$ cat src/rtl/apf_keypad_if.sv
// apf_keypad_if: bundles the PS/2 event input, the PIA row/column scan signals
// and the fire / any-key outputs of the APF MP1000 keypad translator.
// master = the side feeding key events and row selects (MiSTer top / PIA).
// slave  = the keypad translator itself.
interface apf_keypad_if;
  logic [10:0] ps2_key;
  logic        release_all;
  logic [3:0]  row_sel_n;
  logic [7:0]  col_n;
  logic [1:0]  fire_n;
  logic        any_key_n;

  modport master (
    output ps2_key, release_all, row_sel_n,
    input  col_n, fire_n, any_key_n
  );

  modport slave (
    input  ps2_key, release_all, row_sel_n,
    output col_n, fire_n, any_key_n
  );
endinterface

$ cat src/rtl/apf_keypad.sv
// apf_keypad: PS/2 set-2 key events -> two APF MP1000 hand-controller
// matrices (4 rows x 4 cols each) plus fire buttons, scanned by the PIA.
// Column data is active low; selected rows are wired-AND onto the columns.
// Optional build macro APF_KEYPAD_AUTOFIRE_EN: fire buttons pulse at a rate
// set by AUTOFIRE_DIV while held instead of following the key directly.
module apf_keypad #(
  parameter logic [23:0] AUTOFIRE_DIV = 24'd1_000_000
) (
  input  logic         clk_sys,
  input  logic         reset,
  apf_keypad_if.slave  kp
);

  logic              prev_strobe;
  logic [6:0]        dec;        // {hit, ctl, fire, idx[3:0]}
  logic              key_ev;
  logic              key_ctl;
  logic              key_fire;
  logic [3:0]        key_idx;
  logic              key_press;
  logic [1:0][15:0]  mat;        // per controller, bit = row*4 + col
  logic [1:0]        fire_st;
  logic [7:0]        col_nxt;
  logic [1:0]        fire_nxt;
  logic              any_nxt;

  // A zero divisor would make the autofire wrap compare underflow; nothing
  // is built here, the block only documents that the value must be nonzero.
  if (AUTOFIRE_DIV == 24'd0) begin : g_autofire_div_must_be_nonzero
  end

  // Map {ext, code} to controller / fire / matrix position; unmapped -> no hit.
  always_comb begin
    dec = 7'h00;
    case ({kp.ps2_key[8], kp.ps2_key[7:0]})
      9'h016: dec = 7'h40;  9'h01E: dec = 7'h41;  9'h026: dec = 7'h42;  9'h175: dec = 7'h43;
      9'h025: dec = 7'h44;  9'h02E: dec = 7'h45;  9'h036: dec = 7'h46;  9'h172: dec = 7'h47;
      9'h03D: dec = 7'h48;  9'h03E: dec = 7'h49;  9'h046: dec = 7'h4A;  9'h16B: dec = 7'h4B;
      9'h066: dec = 7'h4C;  9'h045: dec = 7'h4D;  9'h05A: dec = 7'h4E;  9'h174: dec = 7'h4F;
      9'h014: dec = 7'h50;
      9'h069: dec = 7'h60;  9'h072: dec = 7'h61;  9'h07A: dec = 7'h62;  9'h01D: dec = 7'h63;
      9'h06B: dec = 7'h64;  9'h073: dec = 7'h65;  9'h074: dec = 7'h66;  9'h01B: dec = 7'h67;
      9'h06C: dec = 7'h68;  9'h075: dec = 7'h69;  9'h07D: dec = 7'h6A;  9'h01C: dec = 7'h6B;
      9'h071: dec = 7'h6C;  9'h070: dec = 7'h6D;  9'h15A: dec = 7'h6E;  9'h023: dec = 7'h6F;
      9'h029: dec = 7'h70;
      default: dec = 7'h00;
    endcase
  end

  assign key_ev    = (kp.ps2_key[10] != prev_strobe) && dec[6];
  assign key_ctl   = dec[5];
  assign key_fire  = dec[4];
  assign key_idx   = dec[3:0];
  assign key_press = kp.ps2_key[9];

  // Track the event toggle every cycle, including during release_all.
  always_ff @(posedge clk_sys or posedge reset) begin
    if (reset) prev_strobe <= 1'b0;
    else       prev_strobe <= kp.ps2_key[10];
  end

  // Per-key held state; release_all wins over a coincident event.
  always_ff @(posedge clk_sys or posedge reset) begin
    if (reset) begin
      mat     <= '0;
      fire_st <= '0;
    end else if (kp.release_all) begin
      mat     <= '0;
      fire_st <= '0;
    end else if (key_ev) begin
      if (key_fire) fire_st[key_ctl]       <= key_press;
      else          mat[key_ctl][key_idx]  <= key_press;
    end
  end

`ifdef APF_KEYPAD_AUTOFIRE_EN
  logic [1:0][23:0] af_cnt;
  logic [1:0]       af_phase;
  logic [1:0]       af_start;
  logic [1:0]       af_stop;

  // Press edge restarts the pulse train; release stops it at once.
  always_comb begin
    af_start = '0;
    af_stop  = '0;
    for (int i = 0; i < 2; i++) begin
      af_start[i] = key_ev && key_fire && (key_ctl == 1'(i)) && key_press && !fire_st[i];
      af_stop[i]  = key_ev && key_fire && (key_ctl == 1'(i)) && !key_press;
    end
  end

  // Autofire divider: phase flips each time the counter wraps while held.
  always_ff @(posedge clk_sys or posedge reset) begin
    if (reset) begin
      af_cnt   <= '0;
      af_phase <= '0;
    end else if (kp.release_all) begin
      af_cnt   <= '0;
      af_phase <= '0;
    end else begin
      for (int i = 0; i < 2; i++) begin
        if (af_start[i]) begin
          af_cnt[i]   <= '0;
          af_phase[i] <= 1'b1;
        end else if (af_stop[i] || !fire_st[i]) begin
          af_cnt[i]   <= '0;
          af_phase[i] <= 1'b0;
        end else if (af_cnt[i] == AUTOFIRE_DIV - 24'd1) begin
          af_cnt[i]   <= '0;
          af_phase[i] <= ~af_phase[i];
        end else begin
          af_cnt[i]   <= af_cnt[i] + 24'd1;
        end
      end
    end
  end
`endif

  // Next output values: wired-AND of selected rows per column.
  always_comb begin
    col_nxt = 8'hFF;
    for (int k = 0; k < 2; k++)
      for (int c = 0; c < 4; c++)
        for (int r = 0; r < 4; r++)
          if (!kp.row_sel_n[r] && mat[k][r*4 + c]) col_nxt[k*4 + c] = 1'b0;
`ifdef APF_KEYPAD_AUTOFIRE_EN
    fire_nxt = ~af_phase;
`else
    fire_nxt = ~fire_st;
`endif
    any_nxt = ~((|mat) | (|fire_st));
  end

  // Registered outputs toward the PIA.
  always_ff @(posedge clk_sys or posedge reset) begin
    if (reset) begin
      kp.col_n     <= 8'hFF;
      kp.fire_n    <= 2'b11;
      kp.any_key_n <= 1'b1;
    end else begin
      kp.col_n     <= col_nxt;
      kp.fire_n    <= fire_nxt;
      kp.any_key_n <= any_nxt;
    end
  end

endmodule

$ cat src/flat_wrapper.sv
// flat-port wrapper written by rule: the top's interface ports become plain ports
module apf_keypad_flat 
#(
  parameter logic [23:0] AUTOFIRE_DIV = 24'd1_000_000
)
  (clk_sys, reset, kp_ps2_key, kp_release_all, kp_row_sel_n, kp_col_n, kp_fire_n, kp_any_key_n);
  apf_keypad_if kp_i ();
  input  logic clk_sys;
  input  logic reset;
  input wire logic [$bits(kp_i.ps2_key)-1:0] kp_ps2_key;
  input wire logic [$bits(kp_i.release_all)-1:0] kp_release_all;
  input wire logic [$bits(kp_i.row_sel_n)-1:0] kp_row_sel_n;
  output wire logic [$bits(kp_i.col_n)-1:0] kp_col_n;
  output wire logic [$bits(kp_i.fire_n)-1:0] kp_fire_n;
  output wire logic [$bits(kp_i.any_key_n)-1:0] kp_any_key_n;
  assign kp_i.ps2_key = kp_ps2_key;
  assign kp_i.release_all = kp_release_all;
  assign kp_i.row_sel_n = kp_row_sel_n;
  assign kp_col_n = kp_i.col_n;
  assign kp_fire_n = kp_i.fire_n;
  assign kp_any_key_n = kp_i.any_key_n;
  apf_keypad #(.AUTOFIRE_DIV(AUTOFIRE_DIV)) u_core (.clk_sys(clk_sys), .reset(reset), .kp(kp_i));
endmodule
$ cat config.mk
export PLATFORM = sky130hd
export DESIGN_NAME = apf_keypad_flat
export DESIGN_NICKNAME = d
export VERILOG_FILES = /design/src/rtl/apf_keypad_if.sv /design/src/rtl/apf_keypad.sv /design/src/flat_wrapper.sv
export SDC_FILE = /design/constraint.sdc
export NUM_CORES = 1
export LEC_CHECK = 0
export ABC_AREA = 1
export BUFFER_PORTS_ARGS = -buffer_cell sky130_fd_sc_hd__buf_4
export CORE_MARGIN = 4
export CORE_UTILIZATION = 65
export DETAILED_ROUTE_END_ITERATION = 8
export PLACE_DENSITY = 0.94
export SYNTH_ARGS = -nofsm -noshare
export SYNTH_HDL_FRONTEND = slang
export SYNTH_SLANG_ARGS = --single-unit
$ cat constraint.sdc
create_clock -name clk_sys -period 1.9 [get_ports clk_sys]
set_input_delay 0.095 -clock clk_sys [delete_from_list [all_inputs] [get_ports clk_sys]]
set_output_delay 0.095 -clock clk_sys [all_outputs]
set_load 0.02 [all_outputs]
# Word-level counts from Yosys, hierarchy flattened
# Index checks and enable logic that the tools add are counted.
[totals] regBits=46 inputBits=18 output_inout_bits=11 elab_cells=142
[op_classes] magnitude_cmp=4 n_eq_ne=36 mux=47 n_bitwise=3 n_reduce_logical=45
[ops] operator="7-bit one-hot mux with 34 select lines" n=1
[ops] operator="9-bit by 7-bit equality test with 1-bit output (second input constant)" n=15
[ops] operator="32-bit two-way mux" n=3
[ops] operator="9-bit by 6-bit equality test with 1-bit output (second input constant)" n=8
[ops] operator="9-bit by 5-bit equality test with 1-bit output (second input constant)" n=6
[ops] operator="9-bit equality test (second input constant)" n=5
[ops] operator="1-bit logical AND" n=35
[ops] operator="1-bit two-way mux" n=34
[ops] operator="32-bit bitwise mux" n=1
[ops] operator="32-bit OR reduction" n=1
[ops] operator="16-bit demux with 1-bit select" n=1
[ops] operator="16-bit two-way mux" n=1
[ops] operator="2-bit two-way mux" n=3
[ops] operator="4-bit by 5-bit < comparator with 1-bit output (second input constant)" n=1
[ops] operator="1-bit demux with 4-bit select" n=1
[ops] operator="4-bit by 1-bit greater-or-equal comparator with 1-bit output (second input constant)" n=1
[ops] operator="1-bit logical NOT" n=4
[ops] operator="2-bit AND reduction" n=2
[ops] operator="2-bit nonzero test" n=2
[ops] operator="2-bit bitwise mux" n=1
[ops] operator="1-bit by 2-bit < comparator with 1-bit output (second input constant)" n=1
[ops] operator="2-bit != test (second input constant)" n=1
[ops] operator="2-bit NOT" n=1
[ops] operator="2-bit OR reduction" n=1
[ops] operator="5 further kinds" n=5

# Logic depth before layout (Yosys ltp)
[depth] ltp_word=12 depth_mapped=18 ltp_nobuf=16

# Least setup slack after synthesis
# OpenSTA, ideal clock, no wires.
[synth_timing] path_kind="input-to-reg" from="in kp_ps2_key[7]" to="reg u_core.mat[24] (netlist bit)" setup_ps=117 arrival_time_ps=1528 t_required_ps=1783 slack_ps=255 stages=17 n_path_buf=3 cell_sequence="inv_1 nand2_2 nor2_4 buf_6 nand3_1 nand2_1 nor2_1 nand2_1 nor2_1 nand2_1 nand2_1 o21bai_2 buf_4 buf_6 nand2_1 nand2_1 nand2_1"
[synth_via] elab_chain_cells=12 word_cells_on_any_way=53 classes_between="4 x order compare; 35 x eq/ne; 9 x mux; 5 x reduce/logical"
[synth_lines] item="start, declared" line="flat_wrapper.sv:10" source="input wire logic [$bits(kp_i.ps2_key)-1:0] kp_ps2_key;"
[synth_lines] item="9-bit by 6-bit equality test with 1-bit output, or another cell as far along" line="apf_keypad.sv:35" source="case ({kp.ps2_key[8], kp.ps2_key[7:0]})"
[synth_lines] item="7-bit one-hot mux with 34 select lines (*)" line="apf_keypad.sv:35"
[synth_lines] item="4-bit by 5-bit < comparator with 1-bit output (implied by the code) or 4-bit by 1-bit greater-or-equal comparator with 1-bit output (tied branches)" line="apf_keypad.sv:72" source="else mat[key_ctl][key_idx] <= key_press;"
[synth_lines] item="1-bit logical AND (implied by the code)" line="apf_keypad.sv:72"
[synth_lines] item="1-bit two-way mux (implied by the code)" line="apf_keypad.sv:72"
[synth_lines] item="1-bit demux with 4-bit select"
[synth_lines] item="16-bit two-way mux (implied by the code)" line="apf_keypad.sv:72"
[synth_lines] item="16-bit demux with 1-bit select"
[synth_lines] item="32-bit bitwise mux" line="apf_keypad.sv:72"
[synth_lines] item="32-bit two-way mux" line="apf_keypad.sv:71" source="if (key_fire) fire_st[key_ctl] <= key_press;"
[synth_lines] item="32-bit two-way mux" line="apf_keypad.sv:70" source="end else if (key_ev) begin"
[synth_lines] item="32-bit two-way mux" line="apf_keypad.sv:67" source="end else if (kp.release_all) begin"
[synth_lines] item="end signal, assigned by index" line="apf_keypad.sv:72"
[synth_lines] item="end, declared" line="apf_keypad.sv:21" source="logic [1:0][15:0] mat;"
# Mark *: on every way between the ends. The rest lies on a longest branch, timed or not. The select of a mux whose other input is x is not followed.
# A chain may end at the register's enable or synchronous reset.

# Worst setup path in the final report
[layout_timing] from="in kp_ps2_key[0]" to="reg u_core.mat[31] (netlist bit)"
# The elaborated chain is that of the path after synthesis.

==> results.cfg <==
[run_status]
status = complete, no violations

[critical_path]
startpoint_type = input port
r2r_cells = 7
r2r_slack_ns = 0.38
crit_required_ns = 2.10
critical_path_arrival_ns = 1.91
critical_path_class = input port to flop
endpoint_kind = flop
reg2reg_from = u_core.prev_strobe
cp_max_fo = 40
worstReg2RegEnd = u_core.mat[31]

[routing]
drc = 0
final_antenna_net_count = 0
wl_per_cell_um = 15.0
dr.pass1.iters = 5
routed_via_density = 6.03
wl_met3_um = 947
wl_um = 9680
met1Wirelength_um = 3820
highest_layer = met4
vias = 3896
wl_met2_um = 4460
drt-initial-drc-count = 549

[die]
fp.dieW_um = 79.1
die_h_um = 79.1
initial_core_util_pct = 68.2
core-area_um2 = 4820
core.rowCount = 25
die_area_um2 = 6250
ios = 29

[min_path]
hold_start = kp_row_sel_n[1]
holdPathStages = 3
hold_class = input port to flop
hold_end = u_core.kp.col_n[7]

[clock_tree]
clock-sinks = 46
tritoncts = done
clk_latency_ns = 0.30
root_buffer = clkbuf_8
cts.htree.levels = 2
cts_buffers = 5
ctsLongestPathBuffers = 2
clkTransAtPathRegs_ns = 0.09

[yosys]
synth_edf_count = 0
async_reset_ff_share_pct = 100
syn_inst = 518
netlist_area_um2 = 3280
synth_fp_nets = 536
yosys.area_share.simple_pct = 49.2
yosysSeqAreaShare_pct = 35.5
post-synth-top-area-fraction_pct = 26.7
synthMuxAreaShare_pct = 0
synthFlopType = dfrtp_1
synth_fa_ha_area_share_pct = 0
synth-compound-area-share_pct = 5.18
synth_xor_area_share_pct = 0.267
syn_avg_cell_area_um2 = 6.34
synth_top_family_by_area = simple AND/OR/NAND/NOR gates
ys_warn_count = 0
synth_seq_cells = 46
synth_top_area_cell = dfrtp_1
ys_top_cells_by_area = dfrtp_1 27%, nand2_1 23%, nand3_1 11%, dfstp_2 8.8%, nor2_1 5.6%
netlist-cell-type-count = 25

[cells_and_area]
num_antenna_cells = 0
layout_commonest_cell = nand2_1
multi_input_area_um2 = 1810
mostFrequentLayoutCells = 199 x nand2_1, 75 x nand3_1, 70 x buf_4
final_net_count = 596
drive_gt1_share_pct = 18.8
post-route-util_pct = 81.1
syn_to_final_growth_pct = 19.1
ff_latch_area_um2 = 1160
nFillCells = 344

[power]
p_per_area_nw_per_um2 = 498
leakagePower_nw = 2.14
vdd_ir_drop_max_v = 0.000270
power_mw = 1.95

[global_route]
grt_pass1_wl_um = 16300
grtUsageTotal_pct = 32.5
antenna_found_initial = 0
grt_pass1_vias = 3493
grt_max_degree = 41
grt_overflow = 0

[timing]
relSlewSlack_pct = 48.3
finalCriticalPeriod_ns = 1.72
fin_crit_sh_pct = 90.4
setup_viol_count_final = 0
clock_skew_ns = 0.00596
rsz0062_at_grt = false
max_slew.worst_pin.slew_ns = 0.771
hold_viol = 0
max_freq_mhz = 582
finalMaxSlewViolations = 0
worst_slack_ns = 0.182

[flow_run]
maxCapViolations = 0

[place]
place.gp.congestion = 1.10
io_buffers = 28
dp_hpwl_um = 7120
pre_cts_slack_ns = -0.129
-- synth_stat cells (3+ instances only) --
master	count
buf_6	7
o22ai_1	8
nand3_1	75
o21ai_0	5
inv_2	9
dfrtp_1	35
nand4_1	5
clkbuf_1	13
dfstp_2	11
nor2_1	49
nand2_1	199
nor2_4	3
nor3_1	30
nor2_2	3
inv_1	40
a221oi_1	8
nor4_1	9
-- state kept, by name, indices dropped and copies added (netlist names) --
signal and count:
u_core.fire_st 2, u_core.kp.any_key_n 1, u_core.kp.col_n 8, u_core.kp.fire_n 2, u_core.mat 32, u_core.prev_strobe 1
-- stage by stage --
step           cells  hold WS (ns)  cell area, µm²  setup TNS [ns]
3_3_place_gp     633         0.165            3780          -0.151
4_1_cts          643         0.123            3890               0
6_report         646         0.127            3910               0
3_5_place_dp     633         0.172            3780           -2.91
2_1_floorplan    518         0.126            3280               0
5_1_grt          646         0.158            3910               0
-- layout make-up --
class | instances | area share [%]
clock buffers | 6 | 1.86
clock inverters | 2 | 0.256
inverters | 49 | 4.71
multi-input cells | 402 | 46.3
flip-flops and latches | 46 | 29.8
well taps | 67 | 2.14
repair buffers | 74 | 15.0
-- cells by family after synthesis --
logic type | after synthesis
compound gates | 24
xor+xnor | 1
flops | 46
buf+inv | 71
simple gates | 376
-- routing by layer --
layer / vias to the layer above / global-route usage [%]
li1: 1806 / -
met1: 1738 / 43.7
met2: 296 / 53.3
met3: 56 / 3.97
met4: 0 / 13.4
met5: - / 0
-- critical path, cell delays in order --
cell and delay, ns:
buf_4 0.12, inv_2 0.05, nand2_1 0.11, nor2_1 0.30, nand3_1 0.19, nand2_1 0.11
nor2_1 0.04, nand2_1 0.06, nor2_1 0.05, nand2_1 0.08, nand2_1 0.08, o21bai_4 0.18
buf_12 0.22, nand2_1 0.08, nand2_1 0.08, nand2_1 0.05
-- what timing repair did --
item / in CTS / in global routing
hold endpoints to repair: 17 / 0
setup endpoints to repair: 0 / 16
gates resized for setup: 0 / 0
hold buffers: 2 / 0
buffers inserted: 0 / 2
-- power by group --
part | internal [mW] | switching, mW
sequential | 0.999 | 0.00748
clock | 0.256 | 0.331
combinational | 0.117 | 0.235
-- worst max path at each step --
stage / slack, ns / cells past startpoint / end / startpoint
after floorplan: 0.26 / 17 / u_core.mat[24] / kp_ps2_key[7]
after global placement: -0.02 / 16 / u_core.mat[29] / kp_ps2_key[7]
after detailed placement: -0.13 / 16 / u_core.mat[31] / kp_ps2_key[7]
after CTS: 0.18 / 16 / u_core.mat[31] / kp_ps2_key[7]
after global routing: 0.009 / 16 / u_core.mat[24] / kp_ps2_key[7]
final: 0.18 / 16 / u_core.mat[31] / kp_ps2_key[0]
Power figures use the tool's default switching activity.
